--- src/rtl/td4_disp_pkg.sv ---
// Shared display definitions for the TD4 board: segment width, blank pattern,
// slot state type and the active-high hex-to-segment font.
package td4_disp_pkg;

    localparam int SEG_W = 7;
    localparam logic [SEG_W-1:0] SEG_BLANK = 7'b0000000;

    typedef enum logic {
        SLOT_BLANK,
        SLOT_SHOW
    } slot_state_e;

    // Segment order is gfedcba, bit 0 = a, 1 = lit.
    function automatic logic [SEG_W-1:0] seg7_encode(input logic [3:0] nib);
        logic [SEG_W-1:0] seg;
        seg = SEG_BLANK;
        case (nib)
            4'h0: seg = 7'b0111111;
            4'h1: seg = 7'b0000110;
            4'h2: seg = 7'b1011011;
            4'h3: seg = 7'b1001111;
            4'h4: seg = 7'b1100110;
            4'h5: seg = 7'b1101101;
            4'h6: seg = 7'b1111101;
            4'h7: seg = 7'b0000111;
            4'h8: seg = 7'b1111111;
            4'h9: seg = 7'b1101111;
            4'hA: seg = 7'b1110111;
            4'hB: seg = 7'b1111100;
            4'hC: seg = 7'b0111001;
            4'hD: seg = 7'b1011110;
            4'hE: seg = 7'b1111001;
            4'hF: seg = 7'b1110001;
            default: seg = SEG_BLANK;
        endcase
        return seg;
    endfunction

endpackage

--- src/rtl/seg7_scan_driver_if.sv ---
// Display bus between the value source and the scan driver: packed digits in,
// multiplexed segment/digit drive out.
interface seg7_scan_driver_if #(
    parameter int NUM_DIGITS = 4
);
    import td4_disp_pkg::*;

    logic [4*NUM_DIGITS-1:0] value_in;
    logic [NUM_DIGITS-1:0]   dp_in;
    logic [NUM_DIGITS-1:0]   digit_en;
    logic [SEG_W-1:0]        seg_out;
    logic                    dp_out;
    logic [NUM_DIGITS-1:0]   digit_out;
    logic                    frame_done;

    modport master (
        output value_in, dp_in, digit_en,
        input  seg_out, dp_out, digit_out, frame_done
    );

    modport slave (
        input  value_in, dp_in, digit_en,
        output seg_out, dp_out, digit_out, frame_done
    );

endinterface

--- src/rtl/seg7_slot_timer.sv ---
// Digit slot sequencer: slot counter, digit index, blank/show slot state and
// the frame wrap strobe on the last cycle of the last digit.
module seg7_slot_timer
    import td4_disp_pkg::*;
#(
    parameter int NUM_DIGITS   = 4,
    parameter int SCAN_DIV     = 8250,
    parameter int BLANK_CYCLES = 32,
    parameter int CNT_W        = 14,
    parameter int IDX_W        = 2
) (
    input  logic             clk_in,
    input  logic             reset_n,
    output logic [IDX_W-1:0] idx,
    output logic             in_show,
    output logic             frame_wrap
);

    localparam logic [CNT_W-1:0] CNT_LAST  = CNT_W'(SCAN_DIV - 1);
    localparam logic [CNT_W-1:0] CNT_BLANK = CNT_W'(BLANK_CYCLES);
    localparam logic [IDX_W-1:0] IDX_LAST  = IDX_W'(NUM_DIGITS - 1);
    localparam slot_state_e      SLOT_START = (BLANK_CYCLES > 0) ? SLOT_BLANK : SLOT_SHOW;

    logic [CNT_W-1:0] cnt;
    logic             slot_end;
    slot_state_e      state;

    assign slot_end   = (cnt == CNT_LAST);
    assign frame_wrap = slot_end && (idx == IDX_LAST);
    assign in_show    = (state == SLOT_SHOW);

    // state always matches the blank/show decode of cnt; it is updated from
    // the value cnt is about to take so that it needs no extra cycle.
    always_ff @(posedge clk_in or negedge reset_n) begin
        if (!reset_n) begin
            cnt   <= '0;
            idx   <= '0;
            state <= SLOT_START;
        end else if (slot_end) begin
            cnt   <= '0;
            idx   <= (idx == IDX_LAST) ? '0 : idx + IDX_W'(1);
            state <= SLOT_START;
        end else begin
            cnt   <= cnt + CNT_W'(1);
            state <= ((cnt + CNT_W'(1)) >= CNT_BLANK) ? SLOT_SHOW : SLOT_BLANK;
        end
    end

endmodule

--- src/rtl/seg7_scan_driver.sv ---
// Time-multiplexed seven-segment driver: snapshots the packed hex value once
// per frame and drives one digit per slot with a leading blanking interval.
module seg7_scan_driver
    import td4_disp_pkg::*;
#(
    parameter int NUM_DIGITS       = 4,
    parameter int SCAN_DIV         = 8250,
    parameter int BLANK_CYCLES     = 32,
    parameter int SEG_ACTIVE_LOW   = 1,
    parameter int DIGIT_ACTIVE_LOW = 1
) (
    input  logic              clk_in,
    input  logic              reset_n,
    seg7_scan_driver_if.slave disp
);

    localparam int CNT_W = ($clog2(SCAN_DIV) < 1) ? 1 : $clog2(SCAN_DIV);
    localparam int IDX_W = ($clog2(NUM_DIGITS) < 1) ? 1 : $clog2(NUM_DIGITS);

    // Off levels double as XOR masks that turn the active-high form into pin polarity.
    localparam logic [SEG_W-1:0]      SEG_OFF = (SEG_ACTIVE_LOW != 0) ? ~SEG_BLANK : SEG_BLANK;
    localparam logic                  DP_OFF  = (SEG_ACTIVE_LOW != 0);
    localparam logic [NUM_DIGITS-1:0] DIG_OFF = (DIGIT_ACTIVE_LOW != 0) ? {NUM_DIGITS{1'b1}}
                                                                        : {NUM_DIGITS{1'b0}};

    logic [IDX_W-1:0]        idx;
    logic                    in_show;
    logic                    frame_wrap;
    logic [4*NUM_DIGITS-1:0] snap_val;
    logic [NUM_DIGITS-1:0]   snap_dp;
    logic [NUM_DIGITS-1:0]   snap_en;
    logic [3:0]              cur_nib;
    logic [NUM_DIGITS-1:0]   cur_sel;
    logic                    lit;

    logic [SEG_W-1:0]        seg_q;
    logic                    dp_q;
    logic [NUM_DIGITS-1:0]   digit_q;
    logic                    frame_done_q;

    seg7_slot_timer #(
        .NUM_DIGITS  (NUM_DIGITS),
        .SCAN_DIV    (SCAN_DIV),
        .BLANK_CYCLES(BLANK_CYCLES),
        .CNT_W       (CNT_W),
        .IDX_W       (IDX_W)
    ) u_timer (
        .clk_in    (clk_in),
        .reset_n   (reset_n),
        .idx       (idx),
        .in_show   (in_show),
        .frame_wrap(frame_wrap)
    );

    assign cur_nib = snap_val[idx*4 +: 4];
    assign cur_sel = NUM_DIGITS'(1) << idx;
    assign lit     = in_show && snap_en[idx];

    // NOTE: non-blocking assignments let the output mux below read the
    // snapshot of the frame in flight even on the wrap cycle that reloads it.
    always_ff @(posedge clk_in or negedge reset_n) begin
        if (!reset_n) begin
            snap_val     <= '0;
            snap_dp      <= '0;
            snap_en      <= '0;
            seg_q        <= SEG_OFF;
            dp_q         <= DP_OFF;
            digit_q      <= DIG_OFF;
            frame_done_q <= 1'b0;
        end else begin
            if (frame_wrap) begin
                snap_val <= disp.value_in;
                snap_dp  <= disp.dp_in;
                snap_en  <= disp.digit_en;
            end
            frame_done_q <= frame_wrap;
            if (lit) begin
                seg_q   <= seg7_encode(cur_nib) ^ SEG_OFF;
                dp_q    <= snap_dp[idx] ^ DP_OFF;
                digit_q <= cur_sel ^ DIG_OFF;
            end else begin
                seg_q   <= SEG_OFF;
                dp_q    <= DP_OFF;
                digit_q <= DIG_OFF;
            end
        end
    end

    assign disp.seg_out    = seg_q;
    assign disp.dp_out     = dp_q;
    assign disp.digit_out  = digit_q;
    assign disp.frame_done = frame_done_q;

endmodule

--- src/flat_wrapper.sv ---
// flat-port wrapper written by rule: the top's interface ports become plain ports
module seg7_scan_driver_flat import td4_disp_pkg::*;
#(
    parameter int NUM_DIGITS       = 4,
    parameter int SCAN_DIV         = 8250,
    parameter int BLANK_CYCLES     = 32,
    parameter int SEG_ACTIVE_LOW   = 1,
    parameter int DIGIT_ACTIVE_LOW = 1
)
  (clk_in, reset_n, disp_value_in, disp_dp_in, disp_digit_en, disp_seg_out, disp_dp_out, disp_digit_out, disp_frame_done);
  seg7_scan_driver_if #(.NUM_DIGITS(NUM_DIGITS)) disp_i ();
  input  logic clk_in;
  input  logic reset_n;
  input wire logic [$bits(disp_i.value_in)-1:0] disp_value_in;
  input wire logic [$bits(disp_i.dp_in)-1:0] disp_dp_in;
  input wire logic [$bits(disp_i.digit_en)-1:0] disp_digit_en;
  output wire logic [$bits(disp_i.seg_out)-1:0] disp_seg_out;
  output wire logic [$bits(disp_i.dp_out)-1:0] disp_dp_out;
  output wire logic [$bits(disp_i.digit_out)-1:0] disp_digit_out;
  output wire logic [$bits(disp_i.frame_done)-1:0] disp_frame_done;
  assign disp_i.value_in = disp_value_in;
  assign disp_i.dp_in = disp_dp_in;
  assign disp_i.digit_en = disp_digit_en;
  assign disp_seg_out = disp_i.seg_out;
  assign disp_dp_out = disp_i.dp_out;
  assign disp_digit_out = disp_i.digit_out;
  assign disp_frame_done = disp_i.frame_done;
  seg7_scan_driver #(.NUM_DIGITS(NUM_DIGITS), .SCAN_DIV(SCAN_DIV), .BLANK_CYCLES(BLANK_CYCLES), .SEG_ACTIVE_LOW(SEG_ACTIVE_LOW), .DIGIT_ACTIVE_LOW(DIGIT_ACTIVE_LOW)) u_core (.clk_in(clk_in), .reset_n(reset_n), .disp(disp_i));
endmodule
--- config.mk ---
export PLATFORM = sky130hd
export DESIGN_NAME = seg7_scan_driver_flat
export DESIGN_NICKNAME = d
export VERILOG_FILES = /design/src/rtl/td4_disp_pkg.sv /design/src/rtl/seg7_scan_driver_if.sv /design/src/rtl/seg7_slot_timer.sv /design/src/rtl/seg7_scan_driver.sv /design/src/flat_wrapper.sv
export SDC_FILE = /design/constraint.sdc
export NUM_CORES = 1
export LEC_CHECK = 0
export BUFFER_PORTS_ARGS = -buffer_cell sky130_fd_sc_hd__buf_4
export CORE_MARGIN = 2
export CORE_UTILIZATION = 59
export CTS_BUF_LIST = sky130_fd_sc_hd__clkbuf_4 sky130_fd_sc_hd__clkbuf_8
export CTS_CLUSTER_SIZE = 25
export DETAILED_ROUTE_END_ITERATION = 12
export PLACE_DENSITY_LB_ADDON = 0.05
export SLEW_MARGIN = 5
export SYNTH_ARGS = -nofsm -noshare
export SYNTH_HDL_FRONTEND = slang
export SYNTH_SLANG_ARGS = --single-unit
--- constraint.sdc ---
create_clock -name clk_in -period 2.69 [get_ports clk_in]
set_clock_uncertainty 0.15 [all_clocks]
set_input_delay 0.538 -clock clk_in [delete_from_list [all_inputs] [get_ports clk_in]]
set_output_delay 0.538 -clock clk_in [all_outputs]
set_load 0.1 [all_outputs]
==> results.toml <==
[run_status]
status = "complete, no violations"

[worst_hold_path]
hold_class = "in -> async"

[final_layout]
seq_area_um2 = 1366
fin_cells = 300
nets = 284
drive_gt1_frac = 0.3750
num-fill-cells = 303
layout_commonest_cell = "dfrtp_1"
mostFrequentLayoutCells = "42 x dfrtp_1, 39 x buf_4, 20 x mux2_4"
antenna_cells = 0
areaGrowthSynthToFinish_pct = 15.84
utilization = 0.7080
multi_input_area_um2 = 1192
stdcell_area_um2 = 3083

[clocking]
cts_root_buf = "clkbuf_8"
clk_pin_slew_worst_paths_ps = 90
cts_resized = 0
cts_inserted_buffers = 5
cts_hold_buf = 0
cts_sinks = 54
htreeDepth = 2
cts_tree = "done"
cts_buffer_depth = 2
clock_latency_ps = 310
cts_setup_buffers = 0

[synthesis]
synth_area_leaders = "dfrtp_1 39%, dfstp_2 12%, mux2_4 11%"
synth_warnings = 0
synthesis.nets = 249
synth_edf_count = 0
yosysTopAreaCellShare = 0.3949
synthCells = 212
ys_types = 36
synth-main-ff-cell = "dfrtp_1"
ys_ff_latch = 54
synth_area_um2 = 2661
ys_seq_area_frac = 0.5134
avgSynthCellArea_um2 = 12.55
async_flop_share = 1.000
yosysTopAreaCell = "dfrtp_1"

[global_route]
antenna_found_initial = 0
grt_pass1_wl_um = 8293
grt_max_degree = 55
gr-usage-all-layers = 0.2112
overflow = 0
grt_pass1_vias = 1671

[worst_setup_path]
worstReg2RegStart = "u_core.u_timer.idx[0]"
r2r-end = "u_core.disp.seg_out[3]"
critPathTopFamily = "flip-flops"
path_cells = "mux4_2 > inv_1 > ha_1 > o211ai_1 > o21ai_0 > nand2_1"
crit_path_end_kind = "flop"
cp-start-kind = "flop"
reg2regPathDepth = 6
arrival_ps = 2400
crit_type = "reg -> reg"
cp_slowest_cell = "dfrtp_1"
crit_fanout = 10
crit_buf_inv = 1
cp_slowest_stage_delay_ps = 650
worstPathRequired_ps = 2790
r2r_setup_slack_ps = 390

[power_and_ir_drop]
ir_drop_v = 0.0003476
leakage_nw = 1.448
power.density_nw_per_um2 = 517.2

[floorplanning]
dieWidth_um = 71.16
num_io_pins = 39
initial_core_util = 0.6112
fp.coreArea_um2 = 4354
rows = 24
dieHeight_um = 71.16
die_area_um2 = 5064

[sta]
worstMarginPinSlew_ps = 646.8
rsz0062_at_grt = "false"
worst_slew_margin_rel = 0.5688
hold_slack_ps = 100.9
period_needed_ps = 2300
fmax_mhz = 434.9
drv_slew = 0
finalSetupTns_ps = 0
hold_viol_final = 0
setup_viol = 0
period_share = 0.8549

[placement]
hpwl_um = 3496
placedCellCount = 292
placed_cell_area_um2 = 2974
io_buffers = 38
routabilityCongestion = 0.8279

[detailed_routing]
first_iter_violations = 146
drt_wl_total_um = 4779
vias = 1689
wl_per_cell_um = 15.93
vias_per_cell = 5.630
dr.pass1.iters = 5
drc = 0
ant_nets = 0

[flow_run]
drv_cap = 0
## kinds of logic (layout without fill, tap and decap cells)
kind of cell | count (synthesis) | count (layout) | share of synthesized area
adder cells (fa/ha/maj) | 11 | 11 | 0.05172
multiplexers | 33 | 33 | 0.1923
flip-flops | 54 | 54 | 0.5134
XOR/XNOR | 13 | 13 | 0.04278
AND/OR/NAND/NOR | 60 | 60 | 0.1133
buffers and inverters | 22 | 58 | 0.03855
AO/OA/AOI/OAI | 19 | 19 | 0.04796
## sequential cells by signal, indices dropped and copies added (netlist names)
name                    cells
u_core.disp.digit_out       4
u_core.disp.dp_out          1
u_core.disp.frame_done      1
u_core.disp.seg_out         7
u_core.snap_dp              4
u_core.snap_en              4
u_core.snap_val            16
u_core.u_timer.cnt         14
u_core.u_timer.idx          2
u_core.u_timer.in_show      1
## Yosys cell counts (2+ instances only)
| library cell | n |
|---|---|
| and3_1 | 2 |
| and2_1 | 2 |
| nand2b_1 | 2 |
| dfrtp_1 | 42 |
| o21ai_0 | 5 |
| nand2_1 | 17 |
| nand3_1 | 8 |
| buf_2 | 4 |
| mux4_2 | 6 |
| inv_1 | 10 |
| mux2_4 | 20 |
| nor2_1 | 14 |
| clkbuf_1 | 6 |
| nor3_1 | 4 |
| xor2_1 | 5 |
| xnor2_1 | 8 |
| buf_6 | 2 |
| a21oi_1 | 2 |
| mux2i_1 | 2 |
| dfstp_2 | 12 |
| o211ai_1 | 5 |
| and4_1 | 4 |
| mux2_2 | 5 |
| nand4_1 | 3 |
| ha_1 | 11 |
## how the worst max path moves through the flow
stage / from / endpoint / slack (ps) / cells past startpoint
after global placement: u_core.u_timer.idx[0] / u_core.disp.seg_out[3] / 530 / 6
after CTS: u_core.u_timer.idx[0] / u_core.disp.seg_out[3] / 410 / 6
after global routing: u_core.u_timer.idx[0] / u_core.disp.seg_out[3] / 250 / 6
after detailed placement: u_core.u_timer.idx[0] / u_core.disp.seg_out[3] / 430 / 6
after floorplan: u_core.u_timer.idx[0] / u_core.disp.seg_out[3] / 670 / 7
final: u_core.u_timer.idx[0] / u_core.disp.seg_out[3] / 390 / 6
## where the power goes
| part | total, W | internal (W) | switching [W] |
|---|---|---|---|
| clock | 0.000528 | 0.000274 | 0.000254 |
| sequential | 0.000861 | 0.000847 | 0.0000143 |
| combinational | 0.000205 | 0.0000767 | 0.000128 |
## routing by layer
metal	track usage	share of wire	routed length, um
met1	0.3110	0.47	2231
met2	0.3189	0.47	2234
met3	0.04131	0.049	234
met4	0.06918	0.016	78
met5	0	0	0
## through the flow
stage / power [W] / setup slack, ps
4_1_cts: 0.001608 / 405.2
3_5_place_dp: 0.001082 / 433.4
2_1_floorplan: 0.001011 / 669.3
5_1_grt: 0.001653 / 250.2
3_3_place_gp: 0.001076 / 529.9
6_report: 0.001594 / 390.4
## area by class of cell
type                            instances  area share
Sequential cell                        54      0.4432
Multi-Input combinational cell        136      0.3868
Timing Repair Buffer                   40      0.1015
Clock buffer                            5     0.02232
Tap cell                               52     0.02110
Clock inverter                          3     0.01299
Inverter                               10     0.01218
(Power assumes the default switching activity.)
